===== src/rtl/bk_mem_pkg.sv =====
// Shared types and helpers for the BK-0010 SRAM access sequencer.
package bk_mem_pkg;

  typedef enum logic [1:0] {
    ST_IDLE    = 2'd0,
    ST_ACCESS  = 2'd1,
    ST_RECOVER = 2'd2
  } mem_state_t;

  localparam int ARB_FIXED = 0;
  localparam int ARB_RR    = 1;
  localparam int WAIT_W    = 4;

  // Active-high enable for byte lane idx: every lane on a word access, one lane on a byte access.
  function automatic logic lane_en(input logic byte_acc, input int lane, input int idx, input int nb);
    return !byte_acc || ((lane % nb) == idx);
  endfunction

endpackage


===== src/rtl/bk_rr_arbiter.sv =====
// Combinational requestor arbiter: fixed priority (mode=0) or round-robin from ptr (mode=1).
module bk_rr_arbiter #(
  parameter int NPORTS = 2,
  parameter int PW     = (NPORTS > 1) ? $clog2(NPORTS) : 1
) (
  input  logic              mode,
  input  logic [NPORTS-1:0] eligible,
  input  logic [PW-1:0]     ptr,
  output logic [NPORTS-1:0] grant_oh,
  output logic [PW-1:0]     grant_idx,
  output logic              any_grant,
  output logic [PW-1:0]     next_ptr
);

  int   start;
  int   idx;
  logic found;

  always_comb begin
    grant_oh  = '0;
    grant_idx = '0;
    next_ptr  = ptr;
    found     = 1'b0;
    idx       = 0;
    start     = mode ? int'(ptr) : 0;
    if (start >= NPORTS) start = 0;
    for (int i = 0; i < NPORTS; i++) begin
      idx = start + i;
      if (idx >= NPORTS) idx = idx - NPORTS;
      if (!found && eligible[idx]) begin
        found         = 1'b1;
        grant_oh[idx] = 1'b1;
        grant_idx     = PW'(idx);
        next_ptr      = (idx + 1 >= NPORTS) ? '0 : PW'(idx + 1);
      end
    end
    any_grant = found;
  end

endmodule


===== src/rtl/bk_mem_sequencer.sv =====
// Multi-port SRAM access sequencer: arbitrates requestors onto one async SRAM with a wait-state cycle.
//   state      | meaning
//   ST_IDLE    | strobes high, grant on ce=1 when a port is eligible
//   ST_ACCESS  | strobes low, count wait states, membusy freezes
//   ST_RECOVER | one cycle with strobes high after reply
module bk_mem_sequencer
  import bk_mem_pkg::*;
#(
  parameter int NPORTS      = 2,
  parameter int AW          = 18,
  parameter int DW          = 16,
  parameter int WAIT_STATES = 3,
  parameter int ARB_MODE    = ARB_FIXED
) (
  input  logic                                          clk,
  input  logic                                          reset_n,
  input  logic                                          ce,
  input  logic                                          membusy,
  input  logic [NPORTS-1:0]                             req_rd,
  input  logic [NPORTS-1:0]                             req_wt,
  input  logic [NPORTS-1:0]                             req_byte,
  input  logic [NPORTS*AW-1:0]                          req_addr,
  input  logic [NPORTS*DW-1:0]                          req_wdata,
  output logic [NPORTS-1:0]                             reply,
  output logic [NPORTS*DW-1:0]                          rdata,
  output logic [AW-2:0]                                 ram_addr,
  output logic [DW-1:0]                                 ram_dataw,
  input  logic [DW-1:0]                                 ram_datar,
  output logic                                          ram_oe_n,
  output logic                                          ram_we_n,
  output logic [DW/8-1:0]                               ram_be_n,
  output logic [((NPORTS > 1) ? $clog2(NPORTS) : 1)-1:0] grant_port
);

  localparam int NB = DW / 8;
  localparam int PW = (NPORTS > 1) ? $clog2(NPORTS) : 1;
  localparam int LW = (NB > 1) ? $clog2(NB) : 1;

  mem_state_t           state_q, state_d;
  logic [WAIT_W-1:0]    cnt_q, cnt_d;
  logic [PW-1:0]        ptr_q, ptr_d;
  logic [PW-1:0]        win_q, win_d;
  logic                 wr_q, wr_d;
  logic [NPORTS-1:0]    mask_q, mask_d;
  logic [AW-2:0]        addr_d;
  logic [DW-1:0]        dataw_d;
  logic                 oe_n_d, we_n_d;
  logic [NB-1:0]        be_n_d;
  logic [NPORTS-1:0]    reply_d;
  logic [NPORTS*DW-1:0] rdata_d;

  logic [NPORTS-1:0]    eligible, arb_oh;
  logic [PW-1:0]        arb_idx, arb_next;
  logic                 arb_any;
  logic [AW-1:0]        sel_addr;
  logic                 sel_byte;
  logic                 sel_wr;

  assign eligible = (req_rd | req_wt) & ~mask_q;

  bk_rr_arbiter #(.NPORTS(NPORTS), .PW(PW)) u_arb (
    .mode      (ARB_MODE == ARB_RR),
    .eligible  (eligible),
    .ptr       (ptr_q),
    .grant_oh  (arb_oh),
    .grant_idx (arb_idx),
    .any_grant (arb_any),
    .next_ptr  (arb_next)
  );

  assign sel_addr = req_addr[arb_idx*AW +: AW];
  assign sel_byte = |(arb_oh & req_byte);
  // A write request wins over a simultaneous read on the same port.
  assign sel_wr   = |(arb_oh & req_wt);

  assign grant_port = win_q;

  always_comb begin
    state_d = state_q;
    cnt_d   = cnt_q;
    ptr_d   = ptr_q;
    win_d   = win_q;
    wr_d    = wr_q;
    mask_d  = mask_q;
    addr_d  = ram_addr;
    dataw_d = ram_dataw;
    oe_n_d  = ram_oe_n;
    we_n_d  = ram_we_n;
    be_n_d  = ram_be_n;
    reply_d = '0;
    rdata_d = rdata;
    case (state_q)
      ST_IDLE: begin
        oe_n_d = 1'b1;
        we_n_d = 1'b1;
        mask_d = '0;
        if (ce && arb_any) begin
          win_d   = arb_idx;
          ptr_d   = arb_next;
          wr_d    = sel_wr;
          addr_d  = sel_addr[AW-1:1];
          dataw_d = req_wdata[arb_idx*DW +: DW];
          for (int i = 0; i < NB; i++)
            be_n_d[i] = !lane_en(sel_byte, int'(sel_addr[LW-1:0]), i, NB);
          oe_n_d  = sel_wr;
          we_n_d  = !sel_wr;
          cnt_d   = WAIT_W'(WAIT_STATES);
          state_d = ST_ACCESS;
        end
      end
      ST_ACCESS: begin
        if (!membusy) begin
          if (cnt_q == '0) begin
            if (!wr_q) rdata_d[int'(win_q)*DW +: DW] = ram_datar;
            reply_d[win_q] = 1'b1;
            mask_d[win_q]  = 1'b1;
            oe_n_d         = 1'b1;
            we_n_d         = 1'b1;
            be_n_d         = '1;
            state_d        = ST_RECOVER;
          end else begin
            cnt_d = cnt_q - 1'b1;
          end
        end
      end
      ST_RECOVER: begin
        mask_d  = '0;
        state_d = ST_IDLE;
      end
      default: state_d = ST_IDLE;
    endcase
  end

  always_ff @(posedge clk or negedge reset_n) begin
    if (!reset_n) begin
      state_q   <= ST_IDLE;
      cnt_q     <= '0;
      ptr_q     <= '0;
      win_q     <= '0;
      wr_q      <= 1'b0;
      mask_q    <= '0;
      ram_addr  <= '0;
      ram_dataw <= '0;
      ram_oe_n  <= 1'b1;
      ram_we_n  <= 1'b1;
      ram_be_n  <= '1;
      reply     <= '0;
      rdata     <= '0;
    end else begin
      state_q   <= state_d;
      cnt_q     <= cnt_d;
      ptr_q     <= ptr_d;
      win_q     <= win_d;
      wr_q      <= wr_d;
      mask_q    <= mask_d;
      ram_addr  <= addr_d;
      ram_dataw <= dataw_d;
      ram_oe_n  <= oe_n_d;
      ram_we_n  <= we_n_d;
      ram_be_n  <= be_n_d;
      reply     <= reply_d;
      rdata     <= rdata_d;
    end
  end

endmodule

===== config.mk =====
export PLATFORM = sky130hd
export DESIGN_NAME = bk_mem_sequencer
export DESIGN_NICKNAME = d
export VERILOG_FILES = /design/src/rtl/bk_mem_pkg.sv /design/src/rtl/bk_rr_arbiter.sv /design/src/rtl/bk_mem_sequencer.sv
export SDC_FILE = /design/constraint.sdc
export NUM_CORES = 1
export LEC_CHECK = 0
export BUFFER_PORTS_ARGS = -buffer_cell sky130_fd_sc_hd__clkbuf_2
export CORE_MARGIN = 1.5
export CORE_UTILIZATION = 35
export DETAILED_ROUTE_END_ITERATION = 8
export PLACE_DENSITY = 0.72
export RECOVER_POWER = 25
export SKIP_CTS_REPAIR_TIMING = 1
export SYNTH_ARGS = -nofsm -noshare
export SYNTH_HDL_FRONTEND = slang
export SYNTH_SLANG_ARGS = --single-unit

===== constraint.sdc =====
create_clock -name clk -period 2.8 [get_ports clk]
set_input_delay 0.14 -clock clk [delete_from_list [all_inputs] [get_ports clk]]
set_output_delay 0.14 -clock clk [all_outputs]
set_load 0.01 [all_outputs]

# Yosys cells after proc, flatten, opt, wreduce, memory -nomap -nowiden
# Cells that the tools add are included.
[totals]
output_inout_bits = 72
in_bits = 94
word_cells = 92
ff_bits = 81
[classes]
multipliers = 1
add_sub_neg = 2
order_cmp = 2
shift = 4
mux = 32
bitwise_logic = 8
n_eq_ne = 6
reduce_logical = 25
[ops]
columns = ["cell", "n"]
rows = [
  ["36-bit by 7-bit indexed part select with 18-bit output", 1],
  ["5-bit negation with 33-bit output", 1],
  ["16-bit by 33-bit variable shift with 32-bit output, first input constant", 1],
  ["16-bit by 33-bit indexed part select with 32-bit output", 1],
  ["32-bit bitwise mux", 1],
  ["32-bit logical NOT", 1],
  ["32-bit by 6-bit indexed part select with 16-bit output", 1],
  ["2-bit two-way mux", 12],
  ["4-bit two-way mux", 3],
  ["2-bit case mux with 2 select lines", 3],
  ["4-bit AND reduction", 3],
  ["1-bit two-way mux", 9],
  ["3-bit AND reduction", 3],
  ["2-bit inequality test, second input constant", 4],
  ["4-bit case mux with 2 select lines", 1],
  ["2-bit bitwise AND", 3],
  ["2-bit OR reduction", 3],
  ["1-bit logical NOT", 5],
  ["1-bit by 4-bit multiplier with 5-bit output, second input constant", 1],
  ["4-bit logical NOT", 1],
  ["2-bit bitwise OR", 2],
  ["1-bit case mux with 2 select lines", 2],
  ["2-bit nonzero test", 2],
  ["4-bit by 1-bit subtractor with 4-bit output, second input constant", 1],
  ["other kinds (11)", 15],
]

# Logic depth before layout (Yosys ltp)
[logic_depth]
depth_word = 13
ltp_mapped = 8
ltp_nobuf = 6

# Modules after synthesis
# Synthesis repeated with hierarchy kept, for this count alone.
[unflattened]
hier_cells = 299
hier_area_um2 = 3570.9
[by_module_without_submodules]
columns = ["module", "seq_area_each_um2", "cells_per_inst", "instances", "area_each_um2"]
rows = [
  ["bk_mem_sequencer", 2057.0, 291, 1, 3530.9],
  ["bk_rr_arbiter", 0.0, 8, 1, 40.0],
]

# Least setup slack after synthesis
# No wires, ideal clock.
[synth_path]
path_type = "flip-flop to flip-flop"
start = "register cnt_q[0]"
end = "register rdata[0]"
arrival_ps = 2037
stages_incl_launch_ff = 8
n_path_buf = 2
path_slack_ps = 638
required_ps = 2675
period_less_slack_ps = 2162
setup_ps = 125
path_cell_list = "dfrtp_1 -> inv_1 -> ha_1 -> or4b_1 -> buf_2 -> nor4_4 -> buf_6 -> mux2_2"
[synth_via]
elab_chain_len = 2
[synth_rtl]
columns = ["item", "line_no", "rtl"]
rows = [
  ["start: declaration", "bk_mem_sequencer.sv:40", "logic [WAIT_W-1:0] cnt_q, cnt_d;"],
  ["start signal: assignment", "bk_mem_sequencer.sv:151", "cnt_q <= cnt_d;"],
  ["4-bit logical NOT", "bk_mem_sequencer.sv:113", "if (cnt_q == '0) begin"],
  ["4-bit AND reduction (no line)", "-", ""],
  ["end signal: assignment", "bk_mem_sequencer.sv:162", "rdata <= rdata_d;"],
  ["end: declaration", "bk_mem_sequencer.sv:25", "output logic [NPORTS*DW-1:0] rdata,"],
]
# No other way between the ends.
# A chain may end at the register's enable or synchronous reset.

# Final worst setup path
[layout_path]
start = "register cnt_q[0]"
end = "register rdata[24]"
# The elaborated chain is that of the path after synthesis.

==> metrics <==
RSZ-0062 raised after global routing=false; total of warnings raised by yosys=0; DP Area=4490 µm²; Util after Layout=48.2%; Final GP Congestion=0.763; Metal-1 WL=3.46 mm; Die Wd=103 µm; met3 routed WL=567 µm; Hold Vio Cnt, Final=0; crit path cell chain=inv_1 -> ha_1 -> or4b_1 -> nor2_4 -> nand3b_4 -> mux2_4; setup TNS=0 ns; peak fanout along the critical path=16; largest area contributor in the synthesized netlist=dfrtp_1; Achievable Freq=438 MHz; status=finished with violations; site row count=36; I/O Buffers=165; FF-to-FF setup slack=0.52 ns; Routed Antenna Nets=0; top cell type's share of synthesized area=54.9%; Num CTS Buffers=9; share of flip-flops with an asynchronous set or reset=100%; global-route wire length before repair=11.6 mm; crit path max-delay cell type=or4b_1; Worst Hold End=rdata[27]; violations in the final reports=max-capacitance violations, max-slew violations; Max IR drop VDD=0.000442 V; DR vias/cell=4.65; Hold Crit Start=ram_datar[11]; Bufs and invs on worst path=1; uppermost layer routed=met4; Initial DRC Count=64; Layout area overhead=34.1%; Post-Syn Instances=281; largest net degree at the start of global routing=82; initial core utilization=35.9%; syn_nets=376; Yosys reg bits=81; Remaining DRCs=0; Synth top cells by count=dfrtp_1, a21oi_1, nor2_1, mux2i_1, mux2_2; DR vias=2709; vias in the first global route=2401; CORE AREA=9770 µm²; worst hold stages=2; most numerous cell in the Yosys netlist=dfrtp_1; Period Utilization, post-route=81.6%; Worst-Skew Late Latency=0.34 ns; reg2reg start=cnt_q[0]; met2 routed WL=3.97 mm; top_reg_cell synth=dfrtp_1; fin area=4710 µm²; Clock Pin Slew Worst Setup and Hold Paths=0.08 ns; root buffer cell=clkbuf_8; crit-path leading delay family=simple AND/OR/NAND/NOR gates; Antenna Cells=0; Cell Area, Synth=3510 µm²; Final #Nets=540; Cell Pwr Density=894 nW/µm²; H-tree levels=3; Tot GR Track Use=14.2%; die span in y=103 µm; Max Cap Viol=1; initial antenna violation count=0; gr ovfl total=0; Startpoint Class=flop; CTS Sinks=81; count of final setup violators=0; Min-Delay Path Class=in -> reg; R2R depth=6; final worst path period need=2.28 ns; reg-to-reg endpoint=rdata[24]; Post-synth EDFFs=0; Worst Path Required=3.02 ns; clock skew=0.00949 ns; drt total wl=8.04 mm; Synth area leaders=dfrtp_1, mux2i_1, mux2_2; Arr. time, crit path=2.50 ns; Setup crit end kind=flop; TritonCTS clock tree=done; DR pass1 iterations=4; normalized max-slew margin=-33.1%; clk buf depth=2; Slew Limit Fails=82; Die ar.=10600 µm²; Routed wire per std cell=13.8 µm; Worst-Margin Slew=2.00 ns; Crit Path Category=reg -> reg; top-level I/O count=166; syn avg cell area=12.5 µm²; Pleak=2.41 nW; sequential area share after synthesis=57.9%; hpwl dp=6.01 mm; proportion of layout cells with a drive suffix above 1=50.0%; Yosys cell types=35; max incr delay on CP=0.61 ns
sequential cells by signal (all words and copies together) (netlist names):
signal	flops
state_q	2
rdata	32
ram_we_n	1
grant_port	1
wr_q	1
ram_be_n	2
mask_q	2
reply	2
ram_addr	17
ram_oe_n	1
cnt_q	4
ram_dataw	16
layout make-up:
| class | instances | area (µm²) |
|---|---|---|
| well taps | 133 | 166 |
| clock buffers | 12 | 145 |
| clock inverters | 4 | 76.3 |
| repair buffers | 168 | 873 |
| multi-input cells | 178 | 1390 |
| inverters | 7 | 26.3 |
| flip-flops and latches | 81 | 2030 |
| fillers | 907 | 5060 |
power breakdown:
part / leakage [nW] / internal (mW) / switching [mW] / total [mW]
clock: 0.107 / 0.529 / 0.397 / 0.926
sequential: 0.988 / 1.62 / 0.276 / 1.89
combinational: 1.32 / 0.669 / 0.726 / 1.39
logic make-up (layout without fill, tap and decap cells):
family | Yosys count | after routing | synth area share, %
multiplexers | 67 | 67 | 21.3
flip-flops | 81 | 81 | 57.9
AO/OA/AOI/OAI | 51 | 51 | 8.62
AND/OR/NAND/NOR | 59 | 59 | 8.80
buffers and inverters | 22 | 191 | 3.03
adder cells (fa/ha/maj) | 1 | 1 | 0.356
layer usage:
layer,up-vias,GRT usage (%)
met4,0,3.12
met1,1274,17.2
li1,1320,-
met2,110,24.4
met5,-,0
met3,5,5.11
layout by cell type (no fill, tap or decap), types with 2 or more instances in the layout:
master and n:
o21bai_1 2, dfstp_2 4, nor2_4 2, a21oi_1 37
mux2i_1 34, nand3_1 2, clkbuf_8 10, nor3_1 8
a31oi_1 2, nor2_1 35, clkbuf_1 2, mux2_4 10
nand3b_1 2, mux2_2 23, buf_12 2, inv_1 7
nand2_1 2, o2bb2ai_1 2, clkbuf_2 165, o21a_1 2
bufinv_16 2, a21o_1 2, dfrtp_1 77
how the worst max path moves through the flow:
| stage | start | endpoint | slack [ns] | cells after the start |
|---|---|---|---|---|
| after floorplan | cnt_q[0] | rdata[0] | 0.64 | 7 |
| after global placement | cnt_q[0] | rdata[22] | 0.60 | 6 |
| after detailed placement | cnt_q[0] | rdata[27] | 0.50 | 6 |
| after CTS | cnt_q[0] | rdata[24] | 0.49 | 6 |
| after global routing | cnt_q[0] | rdata[24] | 0.40 | 6 |
| final | cnt_q[0] | rdata[24] | 0.52 | 6 |
stage by stage:
stage	std cells	power [mW]	worst slack [ns]	hold WS, ns
finish	583	4.21	0.515	0.0486
global route	583	4.52	0.400	0.0191
CTS	583	4.29	0.486	-0.00327
detailed placement	567	3.34	0.501	0.375
global placement	567	3.27	0.599	0.356
floorplan	281	2.66	0.638	-0.156
(Power assumes the default switching activity.)
